<file path="config.mk">
export PLATFORM = sky130hd
export DESIGN_NAME = ram_cmd_arbiter
export DESIGN_NICKNAME = d
export VERILOG_FILES = /design/src/rtl/ram_cmd_arbiter.sv
export SDC_FILE = /design/constraint.sdc
export NUM_CORES = 1
export LEC_CHECK = 0
export ABC_CLOCK_PERIOD_IN_PS = 4400
export CORE_ASPECT_RATIO = 0.8
export CORE_MARGIN = 5
export CORE_UTILIZATION = 46
export CTS_CLUSTER_SIZE = 16
export DETAILED_ROUTE_END_ITERATION = 12
export PLACE_DENSITY = 0.85
export SETUP_SLACK_MARGIN = 0.5
export SYNTH_ARGS = -nofsm -noshare
export SYNTH_HDL_FRONTEND = slang
export SYNTH_SLANG_ARGS = --single-unit
</file>
<file path="constraint.sdc">
create_clock -name clk -period 4.4 [get_ports clk]
set_input_delay 0.66 -clock clk [delete_from_list [all_inputs] [get_ports clk]]
set_output_delay 0.66 -clock clk [all_outputs]
set_load 0.1 [all_outputs]
</file>
<file path="src/rtl/ram_cmd_arbiter.sv">
// Round-robin share of one command-driven single-port RAM between two requesters.
// Each granted transaction becomes two RAM command words; the result returns to its owner.
module ram_cmd_arbiter #(
    parameter int ADDR_SIZE = 8,
    parameter int TIMEOUT   = 15
) (
    input  logic                 clk,
    input  logic                 rst,
    input  logic                 req0_valid,
    input  logic                 req0_we,
    input  logic [ADDR_SIZE-1:0] req0_addr,
    input  logic [ADDR_SIZE-1:0] req0_wdata,
    output logic                 req0_ready,
    input  logic                 req1_valid,
    input  logic                 req1_we,
    input  logic [ADDR_SIZE-1:0] req1_addr,
    input  logic [ADDR_SIZE-1:0] req1_wdata,
    output logic                 req1_ready,
    output logic                 rsp0_valid,
    output logic [ADDR_SIZE-1:0] rsp0_rdata,
    output logic                 rsp0_err,
    output logic                 rsp1_valid,
    output logic [ADDR_SIZE-1:0] rsp1_rdata,
    output logic                 rsp1_err,
    output logic [ADDR_SIZE+1:0] ram_din,
    output logic                 ram_rx_valid,
    input  logic                 ram_tx_valid,
    input  logic [ADDR_SIZE-1:0] ram_dout,
    output logic                 busy
);

    localparam int CW = (TIMEOUT < 2) ? 1 : $clog2(TIMEOUT);
    localparam logic [CW-1:0] CNT_LAST = CW'(TIMEOUT - 1);

    typedef enum logic [2:0] {
        IDLE,
        CMD_ADDR,
        CMD_DATA,
        WAIT_RD,
        RESP
    } state_t;

    typedef struct packed {
        logic                 id;
        logic                 we;
        logic [ADDR_SIZE-1:0] addr;
        logic [ADDR_SIZE-1:0] wdata;
    } txn_t;

    state_t               state_q, state_d;
    txn_t                 txn_q, txn_d, sel;
    logic                 last_grant_q, last_grant_d;
    logic [CW-1:0]        cnt_q, cnt_d;
    logic [ADDR_SIZE-1:0] rdata_q, rdata_d;
    logic                 err_q, err_d;
    logic [ADDR_SIZE+1:0] din_q, din_d;
    logic                 rx_valid_q, rx_valid_d;
    logic                 gnt0, gnt1;

    // On contention the requester not served last wins; a lone requester always wins.
    always_comb begin
        gnt0 = 1'b0;
        gnt1 = 1'b0;
        if (!rst && state_q == IDLE) begin
            gnt0 = req0_valid && (!req1_valid || last_grant_q);
            gnt1 = req1_valid && (!req0_valid || !last_grant_q);
        end
    end

    assign req0_ready = gnt0;
    assign req1_ready = gnt1;

    always_comb begin
        sel = gnt1 ? {1'b1, req1_we, req1_addr, req1_wdata}
                   : {1'b0, req0_we, req0_addr, req0_wdata};
    end

    always_comb begin
        state_d      = state_q;
        txn_d        = txn_q;
        last_grant_d = last_grant_q;
        cnt_d        = cnt_q;
        rdata_d      = rdata_q;
        err_d        = err_q;
        din_d        = din_q;
        rx_valid_d   = 1'b0;
        case (state_q)
            IDLE: begin
                if (gnt0 || gnt1) begin
                    txn_d        = sel;
                    last_grant_d = gnt1;
                    rdata_d      = '0;
                    err_d        = 1'b0;
                    rx_valid_d   = 1'b1;
                    din_d        = {(sel.we ? 2'b00 : 2'b10), sel.addr};
                    state_d      = CMD_ADDR;
                end
            end
            CMD_ADDR: begin
                rx_valid_d = 1'b1;
                din_d      = {(txn_q.we ? 2'b01 : 2'b11),
                              (txn_q.we ? txn_q.wdata : {ADDR_SIZE{1'b0}})};
                state_d    = CMD_DATA;
            end
            CMD_DATA: begin
                cnt_d   = '0;
                state_d = txn_q.we ? RESP : WAIT_RD;
            end
            WAIT_RD: begin
                if (ram_tx_valid) begin
                    rdata_d = ram_dout;
                    err_d   = 1'b0;
                    state_d = RESP;
                end else if (cnt_q == CNT_LAST) begin
                    // RAM never answered: report an error with zero data.
                    rdata_d = '0;
                    err_d   = 1'b1;
                    state_d = RESP;
                end else begin
                    cnt_d = cnt_q + 1'b1;
                end
            end
            RESP: begin
                state_d = IDLE;
            end
            default: begin
                state_d = IDLE;
            end
        endcase
    end

    always_ff @(posedge clk or posedge rst) begin
        if (rst) begin
            state_q      <= IDLE;
            txn_q        <= '0;
            last_grant_q <= 1'b1;
            cnt_q        <= '0;
            rdata_q      <= '0;
            err_q        <= 1'b0;
            din_q        <= '0;
            rx_valid_q   <= 1'b0;
        end else begin
            state_q      <= state_d;
            txn_q        <= txn_d;
            last_grant_q <= last_grant_d;
            cnt_q        <= cnt_d;
            rdata_q      <= rdata_d;
            err_q        <= err_d;
            din_q        <= din_d;
            rx_valid_q   <= rx_valid_d;
        end
    end

    assign busy         = (state_q != IDLE);
    assign ram_din      = din_q;
    assign ram_rx_valid = rx_valid_q;

    assign rsp0_valid = (state_q == RESP) && !txn_q.id;
    assign rsp1_valid = (state_q == RESP) &&  txn_q.id;
    assign rsp0_rdata = rsp0_valid ? rdata_q : '0;
    assign rsp1_rdata = rsp1_valid ? rdata_q : '0;
    assign rsp0_err   = rsp0_valid && err_q;
    assign rsp1_err   = rsp1_valid && err_q;

endmodule

</file>
==> results.cfg <==
[timing]
worst_pin_slew_ns = 1.02
setup_tns_ns = 0
finalClockSkew_ns = 0.00596
max_freq_mhz = 289
worst_hold_slack_ns = 0.491
hold_violations = 0
finalSetupViolations = 0
slew_headroom_pct = 31.7
rsz0062_at_grt = false
fin_crit_sh_pct = 78.7
period_needed_ns = 3.46
drv_slew = 0

[critical_path]
r2r_cells = 4
critPathRequiredTime_ns = 3.74
slowest_stage = clkdlybuf4s50_1
critPathMaxFanout = 17
crit_chain = nor4b_4 -> and2_1 -> clkdlybuf4s50_1
path_class = reg -> out
critPathCaptureType = output port
start_kind = flip-flop
cp_data_arrival_time_ns = 2.80
cpPeakStageDelay_ns = 1.14

[place]
port_buffers = 80
hpwl_mm = 3.91
place.gp.congestion = 0.806
place_inst = 337
placed_area_sq_um = 2790

[die]
io_pins = 81
die_y_um = 68.8
die_w_um = 83.6
dieArea_sq_um = 5750
start_util_pct = 47.6
rows = 21
fp.coreArea_sq_um = 4180

[logic_synthesis]
synth_edf_count = 0
netlist_area_sq_um = 1990
yosys_warnings = 0
async_flop_share_pct = 100
ys_ff_latch = 38
synth_cells = 208
yosysSeqAreaShare_pct = 47.8
synth_nets = 257
synth.distinct_cells = 40
synthFlopType = dfrtp_1
avgSynthCellArea_sq_um = 9.57

[layout]
final_area_sq_um = 2900
fin_cells = 345
area_growth_pct = 45.9
n_antenna_cell = 0
fin_util_pct = 69.5
fill_cells = 332
drive_gt1_share_pct = 13.2
finish.net_count = 336

[route]
drc = 0
drt-pass1-iter-count = 4
wire_per_inst_um = 15.0
first_iter_violations = 61
vias = 1844
routed_via_density = 5.34
wl_mm = 5.16
ant_nets = 0

[power]
peakVddDrop_mv = 0.462
power_density_nw_per_um2 = 672
p_leak_nw = 1.28

[clocking]
clockBufferDepth = 2
clockRootBuffer = clkbuf_8
cts_buffers = 5
clock-sinks = 38
cts_tree = built
postCtsHoldBufs = 0
cts_setup_buffers = 0
h-tree-depth = 2
ctsResizeCount = 0
clock_latency_ns = 0.29
path_clk_slew_ns = 0.07

[global_route]
use_met3_pct = 4.87
grt_pass1_vias = 1687
grt_max_degree = 23
top_usage_layer = met2
grt-ovfl-total = 0
grtUsageMet2_pct = 30.5
grt_first_pass_wirelength_mm = 8.14
grt.total_usage_pct = 18.1
antenna_found_initial = 0
use_met1_pct = 23.2

[min_path]
worstHoldPathCells = 2
hold_path_class = reg -> reg

[job]
timing.max_cap.violations = 0

[run_status]
outcome = finished clean
==> cells by family (layout without fill, tap and decap cells) <==
logic type                 count (synthesis)  in the layout  synth area share (%)
adders and majority gates                  2              2                  1.26
and+or+nand+nor                           90             90                  22.8
AOI/OAI and AO/OA                         61             61                  23.3
DFF                                       38             38                  47.8
muxes                                      1              1                 0.566
buffers and inverters                     16             96                  4.27
==> layout by cell type (no fill, tap or decap), types with 2 or more instances in the layout <==
master            n
ha_1              2
dfrtp_1          37
clkdlybuf4s50_1  68
o21ai_2           3
a221o_1           8
clkbuf_8          8
a21oi_1          13
buf_4            14
a21bo_2           2
o21ai_0           4
a31oi_1          10
a22o_1           11
nand2_1          43
and2_1           19
a31oi_2           2
nand2b_1          2
nor2_1           15
inv_1             6
==> metal layers <==
metal | up-vias | wire [um]
li1 | 894 | -
met1 | 871 | 2280
met2 | 69 | 2440
met3 | 10 | 372
met4 | 0 | 70
met5 | - | 0
==> where the power goes <==
group,internal [mW],switching (mW),total (mW)
clock,0.158,0.119,0.277
sequential,0.492,0.124,0.616
combinational,0.319,0.738,1.06
total,0.970,0.981,1.95
==> area by class of cell <==
type	count	area [sq um]	share of cell area [%]
multi-input cells	154	962	33.1
flip-flops and latches	38	952	32.8
repair buffers	82	786	27.1
clock buffers	8	110	3.79
well taps	57	71.3	2.46
inverters	6	22.5	0.776
==> stage by stage <==
stage | power, mW | setup WS (ns)
floorplan | 1.43 | 1.10
global placement | 1.66 | 1.31
detailed placement | 1.68 | 1.25
CTS | 1.96 | 0.926
global route | 2.05 | 0.779
finish | 1.95 | 0.935
==> cells in the mapped netlist (all sizes together) (2+ instances only) <==
library cell / count / area (sq um)
clkbuf: 3 / 11.3
a21oi: 13 / 65.1
ha: 2 / 25.0
a21bo: 2 / 20.0
buf: 7 / 51.3
nand2: 43 / 161
a221o: 8 / 80.1
nand2b: 2 / 12.5
dfrtp: 37 / 926
inv: 6 / 22.5
a31oi: 12 / 87.6
nor2: 16 / 76.3
a22o: 11 / 96.3
a21boi: 2 / 18.8
o21ai: 8 / 51.3
and2: 19 / 119
==> worst paths after layout <==
check | endpoint | slack, ns | from
max in group asynchronous | ram_din[2] | 2.83 | rst
worst max register to register | ram_din[3] | 2.39 | state_q[0]
min in group asynchronous | txn_q[5] | 0.86 | rst
worst min-delay path | ram_din[8] | 0.49 | ram_din[8]
worst min register to register | ram_din[8] | 0.49 | ram_din[8]
worst max-delay path | rsp0_err | 0.94 | state_q[0]
==> worst max-delay path, delay by kind of cell (launching register included) <==
| family | cells | cell delay [ns] |
|---|---|---|
| buf+inv | 1 | 1.14 |
| simple gates | 2 | 0.79 |
| flops | 1 | 0.59 |
==> flip-flops by register name, summed over array words and instances (netlist names) <==
name          count
last_grant_q      1
cnt_q             4
rdata_q           8
ram_rx_valid      1
err_q             1
ram_din          10
state_q           3
txn_q            10
(Power assumes the default switching activity.)
